File: config.mk
export PLATFORM = sky130hd
export DESIGN_NAME = param_timer
export DESIGN_NICKNAME = d
export VERILOG_FILES = /design/src/rtl/param_timer.sv
export SDC_FILE = /design/constraint.sdc
export NUM_CORES = 1
export LEC_CHECK = 0
export CAP_MARGIN = 20
export CELL_PAD_IN_SITES_DETAIL_PLACEMENT = 1
export CELL_PAD_IN_SITES_GLOBAL_PLACEMENT = 2
export CORE_ASPECT_RATIO = 1.5
export CORE_UTILIZATION = 29
export DETAILED_ROUTE_END_ITERATION = 7
export PLACE_DENSITY_LB_ADDON = 0.1
export SLEW_MARGIN = 10
export SYNTH_ARGS = -nofsm -noshare
export SYNTH_HDL_FRONTEND = slang
export SYNTH_SLANG_ARGS = --single-unit
File: constraint.sdc
create_clock -name clk -period 2.5 [get_ports clk]
set_input_delay 0.5 -clock clk [delete_from_list [all_inputs] [get_ports clk]]
set_output_delay 0.5 -clock clk [all_outputs]
set_load 0.02 [all_outputs]
File: src/rtl/param_timer.sv
// param_timer: prescaled up/down timer with periodic and one-shot modes, tick pulse and sticky irq.
// Defining TIMER_PWM_EN adds the cmp input and a registered pwm_out output.
module param_timer #(
    parameter int unsigned WIDTH = 8,
    parameter int unsigned PRE_W = 8
) (
    input  logic             clk,
    input  logic             rst_n,
    input  logic             start,
    input  logic             stop,
    input  logic             dir_down,
    input  logic             oneshot,
    input  logic [PRE_W-1:0] prescale,
    input  logic [WIDTH-1:0] top,
    input  logic             load,
    input  logic [WIDTH-1:0] load_val,
    input  logic             irq_clr,
`ifdef TIMER_PWM_EN
    input  logic [WIDTH-1:0] cmp,
    output logic             pwm_out,
`endif
    output logic [WIDTH-1:0] count,
    output logic             tick,
    output logic             irq,
    output logic             running
);

    typedef enum logic [1:0] {IDLE, RUN, DONE} state_t;

    state_t           state, state_nxt;
    logic [PRE_W-1:0] pre_q, pre_nxt;
    logic [WIDTH-1:0] count_nxt;
    logic             step, term, start_ok;

    assign start_ok = start && !stop;
    assign running  = (state == RUN);

    // A load pre-empts the step entirely, so no terminal event can fire in that cycle.
    always_comb begin
        step      = (state == RUN) && !load && (pre_q >= prescale);
        term      = 1'b0;
        count_nxt = count;
        if (load) begin
            count_nxt = load_val;
        end else if (step) begin
            if (dir_down) begin
                if (count == '0) begin
                    count_nxt = top;
                    term      = 1'b1;
                end else begin
                    count_nxt = count - WIDTH'(1);
                end
            end else begin
                if (count >= top) begin
                    count_nxt = '0;
                    term      = 1'b1;
                end else begin
                    count_nxt = count + WIDTH'(1);
                end
            end
        end
    end

    always_comb begin
        pre_nxt = pre_q;
        if (load || start_ok || step) begin
            pre_nxt = '0;
        end else if (state == RUN) begin
            pre_nxt = pre_q + PRE_W'(1);
        end
    end

    always_comb begin
        state_nxt = state;
        case (state)
            IDLE: if (start_ok) state_nxt = RUN;
            RUN: begin
                if (stop) state_nxt = IDLE;
                else if (term && oneshot) state_nxt = DONE;
            end
            DONE: begin
                if (stop) state_nxt = IDLE;
                else if (start) state_nxt = RUN;
            end
            default: state_nxt = IDLE;
        endcase
    end

    always_ff @(posedge clk or negedge rst_n) begin
        if (!rst_n) begin
            state <= IDLE;
            count <= '0;
            pre_q <= '0;
            tick  <= 1'b0;
            irq   <= 1'b0;
        end else begin
            state <= state_nxt;
            count <= count_nxt;
            pre_q <= pre_nxt;
            tick  <= term;
            if (term) irq <= 1'b1;
            else if (irq_clr) irq <= 1'b0;
        end
    end

`ifdef TIMER_PWM_EN
    always_ff @(posedge clk or negedge rst_n) begin
        if (!rst_n) pwm_out <= 1'b0;
        else        pwm_out <= running && (count < cmp);
    end
`endif

endmodule

# [Yosys cells after proc, flatten, opt, wreduce, memory -nomap -nowiden]
# Cells that the tools add are included.
[totals] reg_bits=20 input_bits=32 out_inout_bits=11 wordCells=49
[op_classes] muxes=20 n_lt_le_gt_ge=2 n_eq_ne=5 addsub=3 n_reduce_logical=14
[op_table] operator="$mux W8" n=7
[op_table] operator="$add A8 B1 Y8 const B" n=2
[op_table] operator="$ge A8 B8 Y1" n=2
[op_table] operator="$mux W2" n=5
[op_table] operator="$logic_not A8 Y1" n=1
[op_table] operator="$sub A8 B1 Y8 const B" n=1
[op_table] operator="$mux W1" n=7
[op_table] operator="$pmux W2 S3" n=1
[op_table] operator="$reduce_bool A2 Y1" n=3
[op_table] operator="$logic_and A1 B1 Y1" n=4
[op_table] operator="$ne A3 B2 Y1 const B" n=1
[op_table] operator="$ne A3 B3 Y1 const B" n=1
[op_table] operator="$reduce_and A3 Y1" n=1
[op_table] operator="$eq A2 B1 Y1 const B" n=1
[op_table] operator="$eq A2 B2 Y1 const B" n=1
[op_table] operator="$logic_not A1 Y1" n=2
[op_table] operator="$logic_not A2 Y1" n=1
[op_table] operator="$logic_or A1 B1 Y1" n=2
[op_table] operator="$ne A2 B2 Y1 const B" n=1

# [Longest topological paths before layout]
# Gate-level depths: netlist of run 1.
[depth] word_depth=9 ltp_mapped=9 ltp_nobuf=7

# [Worst setup path after synthesis of run 1]
# OpenSTA, ideal clock, no wires.
[synth_path] path_type="register to register" from="reg count[0]" to="reg count[7]" synth_period_minus_slack_ps=2442 t_required_ps=2384 arrival_ps=2327 path_stages_with_launch=9 n_path_buf=1 slack_ps=58 setup_ps=116 cell_sequence="dfrtp_1 clkbuf_1 inv_1 ha_1 nor3b_1 o21ai_0 a21oi_1 a211oi_1 o311ai_0"
[synth_via] elab_chain_len=5 word_cells_on_any_way=9 classes_between="2 x add/sub; 1 x order compare; 5 x mux; 1 x reduce/logical"
[synth_lines] item="start: declaration" line_no="22" source="output logic [WIDTH-1:0] count,"
[synth_lines] item="start signal: assignment" line_no="98" source="count <= count_nxt;"
[synth_lines] item="$add A8 B1 Y8 (tied with other cells)" line_no="58" source="count_nxt = count + WIDTH'(1);"
[synth_lines] item="$mux W8, on equally long branches" line_no="54, 47"
[synth_lines] item="$mux W8 (*)" line_no="46" source="if (dir_down) begin"
[synth_lines] item="$mux W8 (*)" line_no="45" source="end else if (step) begin"
[synth_lines] item="$mux W8 (*)" line_no="43" source="if (load) begin"
# Every way passes the cells marked *; elsewhere a longest branch is shown, timed or not. The select of a mux whose other input is x is not followed.
# A chain may end at the register's enable or synchronous reset.

# [Worst setup path in the final report of run 1]
[layout_path] from="in top[6]" to="reg state[0]"
[layout_via] elab_chain_len=8
[layout_lines] item="start: declaration" line_no="14" source="input logic [WIDTH-1:0] top,"
[layout_lines] item="$ge A8 B8 Y1" line_no="54" source="if (count >= top) begin"
[layout_lines] item="$mux W1" line_no="54"
[layout_lines] item="$mux W1" line_no="46"
[layout_lines] item="$mux W1" line_no="45"
[layout_lines] item="$mux W1" line_no="43"
[layout_lines] item="net term" line_no="33" source="logic step, term, start_ok;"
[layout_lines] item="$logic_and A1 B1 Y1" line_no="79" source="else if (term && oneshot) state_nxt = DONE;"
[layout_lines] item="$ne A3 B2 Y1 (no line)"
[layout_lines] item="$reduce_and A3 Y1 (no line)"
[layout_lines] item="end signal: assignment" line_no="97" source="state <= state_nxt;"
[layout_lines] item="end: declaration" line_no="30" source="state_t state, state_nxt;"
# The timed path passes the listed nets, and every way through them passes these cells.

==> flow_summary.yaml, run 1 <==
critical_path:
  reg2reg_depth: 7
  startpoint_type: "input port"
  path_class: "in -> reg"
  crit_chain: "clkdlybuf4s50_1, inv_1, ha_1, a21o_1, a211o_4, a21oi_2, buf_4, a2111oi_4, a221oi_1"
  end_kind: "flip-flop"
  r2r_slack_ns: 0.16
  critPathSlowestCell: "clkdlybuf4s50_1"
  cp_max_fo: 5
  worst-endpoint-arrival_ns: 2.55
  slowest_delay_ns: 0.47
  critPathRequiredTime_ns: 2.66
synth:
  synthXorXnorAreaFrac_pct: 5.77
  ys.flop_type: "dfrtp_1"
  ys_seq_area_share_pct: 27.5
  synth_mux_area_share_pct: 1.65
  yosysWarnings: 0
  ys_top_cells_by_area: "dfrtp_1 27%, ha_1 14%, inv_1 4.9%"
  synth_area_sq_mm: 0.00182
  synth_edf_count: 0
  ys_types: 54
  synthAdderAreaFrac_pct: 13.7
  synth_top_family_by_area: "compound AO/OA/AOI/OAI gates"
  ys_seq_elements: 20
  synth_compound_area_share_pct: 23.0
  synth-async-reset-ratio_pct: 100
  synth-simple-area-share_pct: 20.2
  synth.most_common_cell: "inv_1"
  synth_top_area_share_pct: 27.5
  synth_top_area_cell: "dfrtp_1"
  synth.avg_cell_area_sq_um: 8.63
  synth_commonest_cells: "24 x inv_1, 20 x dfrtp_1, 20 x ha_1"
  syn_inst: 211
  synth_nets: 263
global_route:
  grt_pass1_wl_mm: 9.54
  grt_max_degree: 21
  grtUsageTotal_pct: 19.0
  grt_pass1_vias: 1900
  gr-total-overflow: 0
  grt_antenna_before_repair: 0
die:
  dieArea_sq_mm: 0.00660
  pin_count: 43
  initial_core_util_pct: 29.9
  die_h_um: 99.0
  rows: 35
  fp.coreArea_sq_mm: 0.00609
  die_w_um: 66.7
power:
  p_per_area_mw_per_mm2: 371
  p_leak_nw: 1.17
  internal_power_mw: 0.641
  peakVddDrop_uv: 151
  seqPwrFrac_pct: 37.9
  switchingPower_mw: 0.319
  p_comb_share_pct: 39.9
  netSwitchingFraction_pct: 33.2
  p_clk_share_pct: 22.2
sta:
  fmax_mhz: 419
  min_period_over_period_pct: 95.4
  timing.final.max_slew_violations: 0
  rsz0062_at_grt: "false"
  finalClockSkew_ns: 0.00654
  relSlewSlack_pct: 70.3
  setup_ws_ns: 0.114
  min_period_ns: 2.39
  hold_viol: 0
  tightest_slew_ns: 0.442
  setup_viol: 0
cts:
  postCtsHoldBufs: 0
  cts_tree: "done"
  cts_max_level: 1
  path_clk_slew_ns: 0.08
  cts-root-buf: "clkbuf_8"
  cts.sinks: 20
  cts_buffers: 3
  worstSkewPairLatency_ns: 0.26
  cts_buffer_depth: 2
outcome:
  status: "finished clean"
worst_hold_path:
  hold_path.class: "reg -> reg"
  hold_depth: 1
cells_and_area:
  layout-drive-gt1-share_pct: 16.5
  final_cell_area_sq_mm: 0.00259
  final_cells: 352
  fill_cells: 729
  layout.nets: 332
  diodes: 0
  final_util_pct: 42.6
  area_growth_pct: 42.3
placed_design:
  io_buffer_count: 42
  placedCellCount: 348
  dp.final_hpwl_mm: 4.71
  gp_congestion: 0.780
  placed_cell_area_sq_mm: 0.00251
  dp_slack_ns: -0.275
routing:
  wl_per_cell_um: 16.6
  first_iter_violations: 80
  via_count: 1849
  ant_nets: 0
  wirelength_mm: 5.85
  via_per_inst: 5.25
  drcViolationCount: 0
  first_pass_iters: 4
run:
  maxCapViolations: 0
## metal layers
| metal | GRT usage (%) | part of all wire (%) | vias to the layer above | wire [um] |
|---|---|---|---|---|
| met5 | 0 | 0 | - | 0 |
| met4 | 5.89 | 1.0 | 0 | 59 |
| met3 | 1.27 | 2.0 | 4 | 116 |
| met2 | 34.5 | 56 | 28 | 3260 |
| met1 | 23.2 | 41 | 908 | 2420 |
| li1 | - | - | 909 | - |
## registers in the layout (all words and copies together), names as in the netlist
signal and cells:
state 2, irq 1, tick 1, count 8, pre_q 8
## cell families (layout without fill, tap and decap cells)
logic type | count (synthesis) | in the layout
adders and majority gates | 20 | 20
xor gates and xnor gates | 12 | 12
and+or+nand+nor | 68 | 68
buffers and inverters | 35 | 102
DFF | 20 | 20
muxes | 3 | 3
AOI/OAI and AO/OA | 53 | 53
## worst max-delay path, delay by kind of cell
family	cells	cell delay [ns]
buffers and inverters	3	0.68
adder cells (fa/ha/maj)	1	0.30
AO/OA/AOI/OAI	5	1.05
## cell type report
type | count | area (sq um) | area share, %
Timing Repair Buffer | 74 | 661 | 25.5
Sequential cell | 20 | 500 | 19.3
Tap cell | 74 | 92.6 | 3.57
Inverter | 25 | 93.8 | 3.62
Multi-Input combinational cell | 156 | 1200 | 46.4
Clock buffer | 3 | 41.3 | 1.59
## path summary, 6_finish.rpt
kind / endpoint / startpoint
setup / recovery: state[0] / top[6]
hold / removal: irq / irq
setup reg to reg: count[4] / count[0]
hold reg to reg: irq / irq
max in group asynchronous: pre_q[6] / rst_n
min in group asynchronous: state[1] / rst_n
## power by group through the flow
stage / clock (mW) / combinational (mW) / sequential [mW]
finish: 0.213 / 0.383 / 0.364
global route: 0.230 / 0.422 / 0.367
CTS: 0.218 / 0.374 / 0.364
detailed placement: 0 / 0.373 / 0.369
global placement: 0 / 0.369 / 0.371
floorplan: 0 / 0.174 / 0.378
## timing repair
item / 4_1_cts / 5_1_grt
endpoints found under the setup margin: 0 / 4
setup buffers: 0 / 1
gates resized for setup: 0 / 9
## through the flow
step                      power [mW]  TNS, ns  hold slack, ns
final                          0.960        0           0.489
after global routing            1.02        0           0.514
after CTS                      0.956        0           0.494
after detailed placement       0.743    -2.05           0.477
after global placement         0.740    -1.52           0.466
after floorplan                0.552        0           0.204
## placed cells by master, fill, tap and decap left out, types with 3 or more instances in the layout
cell	netlist	routed
clkdlybuf4s50_1	0	42
o21ai_0	4	3
buf_4	0	32
dfrtp_1	20	20
mux2i_1	3	3
nor4_1	3	3
o211ai_1	3	3
nand3_1	8	8
ha_1	20	20
o31ai_1	3	3
nor2_1	9	9
clkbuf_8	0	3
a211oi_1	5	5
xnor2_1	7	7
nand2b_1	6	6
and4_1	3	3
inv_1	24	24
nand2_1	19	19
xor2_1	5	5
a21o_1	5	5
a21oi_1	9	7
Power figures use the tool's default switching activity.
==> inputs of run 2 (changes only) <==
CORE_UTILIZATION = 32   (was 29)
clock period = 3 ns   (was 2.5 ns; I/O delays follow)
==> flow_summary.yaml, run 2 (same netlist as run 1, synthesis figures left out) <==
global_route:
  grt_pass1_wl_mm: 9.21
  grt_pass1_vias: 1904
  grtUsageTotal_pct: 20.0
  gr-total-overflow: 0
  grt_antenna_before_repair: 0
  grt_max_degree: 21
cts:
  cts_buffer_depth: 2
  cts_resized: 0
  cts_tree: "done"
  worstSkewPairLatency_ns: 0.26
  path_clk_slew_ns: 0.07
  postCtsHoldBufs: 0
  cts.sinks: 20
  cts-root-buf: "clkbuf_8"
  cts_buffers: 3
  cts_max_level: 1
  cts_setup_buffers: 0
cells_and_area:
  top_regs: "count x8, pre_q x8, state x2"
  mostFrequentLayoutCells: "42 x clkdlybuf4s50_1, 24 x inv_1, 20 x ha_1, 20 x dfrtp_1, 19 x nand2_1"
  diodes: 0
  fill_cells: 646
  layout-drive-gt1-share_pct: 8.85
  layout.nets: 313
  final_cells: 330
  area_growth_pct: 33.3
  final_common_cell: "clkdlybuf4s50_1"
worst_hold_path:
  hold_path.class: "reg -> reg"
  hold_start: "irq"
  hold_depth: 1
  whs_endpoint: "irq"
power:
  p_clk_share_pct: 26.0
  netSwitchingFraction_pct: 32.5
  p_comb_share_pct: 35.4
  seqPwrFrac_pct: 38.7
  p_total_mw: 0.801
  peakVddDrop_uv: 141
  p_per_area_mw_per_mm2: 330
  switchingPower_mw: 0.261
  internal_power_mw: 0.541
  p_leak_nw: 1.08
die:
  die_h_um: 94.4
  pin_count: 43
  die_w_um: 63.6
  fp.coreArea_sq_mm: 0.00549
  dieArea_sq_mm: 0.00600
  rows: 33
  initial_core_util_pct: 33.2
run:
  maxCapViolations: 0
placed_design:
  gp_congestion: 0.790
  dp.final_hpwl_mm: 4.51
  io_buffer_count: 42
  dp_slack_ns: -0.0111
  placedCellCount: 326
routing:
  first_iter_violations: 37
  wirelength_mm: 5.55
  via_count: 1791
  ant_nets: 0
  first_pass_iters: 5
  drcViolationCount: 0
  via_per_inst: 5.43
  wl_per_cell_um: 16.8
critical_path:
  critPathRequiredTime_ns: 3.13
  r2r-end: "count[7]"
  path_buf_inv: 3
  crit_chain: "clkdlybuf4s50_1, inv_1, ha_1, a21o_1, a211o_1, a21oi_1, buf_4, a211oi_1, o311ai_0"
  cp_max_fo: 4
  r2r_slack_ns: 0.55
  crit_family: "compound AO/OA/AOI/OAI gates"
  rr_startpoint: "count[3]"
  end_kind: "flip-flop"
  critPathSlowestCell: "clkdlybuf4s50_1"
  path_class: "in -> reg"
  startpoint_type: "input port"
  worst-endpoint-arrival_ns: 2.82
  path_depth: 9
  slowest_delay_ns: 0.49
  reg2reg_depth: 7
sta:
  rsz0062_at_grt: "false"
  timing.final.max_slew_violations: 0
  min_period_ns: 2.69
  setup_viol: 0
  hold_viol: 0
  tightest_slew_ns: 0.618
  setup_ws_ns: 0.312
  finalClockSkew_ns: 0.00222
  fmax_mhz: 372
  relSlewSlack_pct: 58.5
  min_period_over_period_pct: 89.6
outcome:
  status: "finished clean"
==> run 2: worst max-delay path by stage <==
stage	start	to
5_1_grt	top[3]	count[7]
6_report	top[6]	count[7]
4_1_cts	top[6]	count[7]
3_3_place_gp	prescale[0]	count[3]
2_1_floorplan	count[0]	count[7]
3_5_place_dp	top[6]	count[7]
==> run 2: layout make-up <==
class	instances	area [sq um]	share of cell area, %
tap	70	87.6	3.61
sequential	20	500	20.6
inverter	25	93.8	3.87
multi-input combinational	156	1170	48.3
clock buffer	4	55.1	2.27
timing repair buffer	55	518	21.4
==> run 2: metal layers <==
metal | up-vias | GRT usage [%] | wire length, um
met1 | 878 | 21.3 | 2200
met5 | - | 0 | 0
li1 | 868 | - | -
met3 | 9 | 1.45 | 129
met4 | 0 | 7.20 | 123
met2 | 36 | 40.0 | 3090
==> run 2: power by group through the flow <==
| stage | Combinational (mW) | Sequential (mW) | Clock (mW) |
|---|---|---|---|
| after floorplan | 0.145 | 0.315 | 0 |
| after global placement | 0.283 | 0.315 | 0 |
| after detailed placement | 0.286 | 0.313 | 0 |
| after CTS | 0.287 | 0.310 | 0.216 |
| after global routing | 0.314 | 0.312 | 0.222 |
| final | 0.284 | 0.310 | 0.208 |
==> run 2: through the flow <==
stage	hold slack [ns]	instance area [sq um]	TNS (ns)	util [%]
6_report	0.490	2430	0	44.2
3_3_place_gp	0.463	2370	0	43.2
4_1_cts	0.498	2430	0	44.2
3_5_place_dp	0.485	2370	-0.0111	43.2
2_1_floorplan	0.304	1820	0	-
5_1_grt	0.526	2430	0	44.2
==> variant, RTL diff (settings of run 1) <==
Put one more register stage on the output `tick`. The value now appears one clock later. The other outputs are not delayed to match.
--- a/src/rtl/param_timer.sv
+++ b/src/rtl/param_timer.sv
@@ -26,6 +26,8 @@
 );
 
     typedef enum logic [1:0] {IDLE, RUN, DONE} state_t;
+
+    logic tick_s0;
 
     state_t           state, state_nxt;
     logic [PRE_W-1:0] pre_q, pre_nxt;
@@ -91,13 +93,13 @@
             state <= IDLE;
             count <= '0;
             pre_q <= '0;
-            tick  <= 1'b0;
+            tick_s0 <= 1'b0;
             irq   <= 1'b0;
         end else begin
             state <= state_nxt;
             count <= count_nxt;
             pre_q <= pre_nxt;
-            tick  <= term;
+            tick_s0 <= term;
             if (term) irq <= 1'b1;
             else if (irq_clr) irq <= 1'b0;
         end
@@ -110,5 +112,9 @@
     end
 `endif
 
+    always_ff @(posedge clk) begin
+        tick <= tick_s0;
+    end
+
 endmodule
 
Formal check against the unedited RTL: not equivalent (Yosys sat finds a counterexample within 4 cycles, from zero or initial values and one cycle with rst_n low).
==> variant against run 1 <==
Wire length up 6.8%; power up 4.9%; clock power rose by 9.9%; non-clock buffer count grew 8; synthesized area up 1.2%; sequential cell count rose by 1; final area grew 3.5%; setup slack got worse by 0.050 ns; critical path type unchanged.
==> variant: results <==
group,metric,value,unit
detailed_routing,finalWirelength,6250,µm
final_layout,fill_cells,752,
logic_synthesis,netlist_top_cells_area,"dfrtp_1 (27%), ha_1 (14%), inv_1 (4.3%), xnor2_1 (3.8%), nand2_1 (3.1%)",
logic_synthesis,synthArstFlopShare,0.952,
outcome,outcome,"complete, no violations",
logic_synthesis,syn_nets,266,
timing,worstMarginPinSlew,0.406,ns
placement,hpwl,4930,µm
placement,post_dp_cell_area,2550,µm²
pwr,static-leakage-power,1.19,nW
hold_path,hold_path_end,"tick",
logic_synthesis,synth_cell_types,51,
setup_path,critPathMaxFanout,3,
pwr,irDropWorstVdd,248,µV
detailed_routing,vias_per_cell,5.39,
grt,grt_pass1_wl,9890,µm
placement,placed_cells,353,
cts,cts_resized,2,
grt,grt_pass1_vias,2113,
final_layout,drive_gt1_frac,0.209,
placement,io_buffers,42,
timing,holdWs,0.347,ns
logic_synthesis,ys_seq_area_frac,0.282,
placement,place_ws,-0.303,ns
setup_path,r2r_setup_slack,0.18,ns
setup_path,reg2reg_from,"count[1]",
setup_path,crit_slowest_cell,"o311ai_2",
detailed_routing,routedWlPerCell,17.3,µm
logic_synthesis,netlist_instances,214,
hold_path,worstHoldStart,"tick_s0",
detailed_routing,drt_iter0_markers,64,
setup_path,reg2reg_to,"count[1]",
placement,place_congestion,0.777,
hold_path,worstHoldPathCells,0,
final_layout,layout.nets,340,
setup_path,max_stage_delay,0.42,ns
timing,skew,0.00237,ns
grt,track_usage,0.199,
-- variant: cell types whose count changed in the layout (fill, tap and decap cells not counted), sizes merged, moves of 3 or more --
cell / change
a221o: +3
nand2: -4
a22o: +3
inv: -3
a31oi: +4
buf: +8
nor3: +3
and3: -3
o21ai: +5
-- variant: cell families (layout without fill, tap and decap cells) --
family | Yosys count | in the layout | synth area share
buf+inv | 35 | 108 | 0.0896
mux | 1 | 1 | 0.00543
xor+xnor | 13 | 13 | 0.0618
flops | 21 | 21 | 0.282
compound gates | 59 | 59 | 0.228
simple gates | 65 | 65 | 0.197
fa+ha+maj | 20 | 20 | 0.136
-- variant: cell type report --
class / instances / area [µm²] / area share
clock buffer: 3 / 41.3 / 0.0154
clock inverter: 1 / 5.00 / 0.00187
inverter: 22 / 82.6 / 0.0308
multi-input combinational: 158 / 1210 / 0.452
sequential: 21 / 523 / 0.195
tap: 74 / 92.6 / 0.0345
timing repair buffer: 82 / 726 / 0.271
-- variant: worst max path at each step --
stage / from / end / slack, ns / cells past startpoint
after floorplan: count[0] / count[1] / 0.08 / 9
after global placement: prescale[0] / count[6] / -0.27 / 10
after detailed placement: prescale[0] / state[1] / -0.30 / 8
after CTS: top[3] / count[1] / 0.007 / 10
after global routing: prescale[1] / state[1] / -0.04 / 9
final: prescale[0] / state[1] / 0.06 / 9
-- variant: where the power goes --
part / internal [mW] / total (mW) / switching [mW]
logic: 0.202 / 0.408 / 0.206
registers: 0.354 / 0.365 / 0.0109
clock network: 0.111 / 0.234 / 0.122
-- variant: metal layers --
| layer | track usage | wire length [µm] |
|---|---|---|
| met2 | 0.402 | 3580 |
| met1 | 0.183 | 2260 |
| met4 | 0.105 | 259 |
| met3 | 0.0161 | 140 |
| met5 | 0 | 0 |
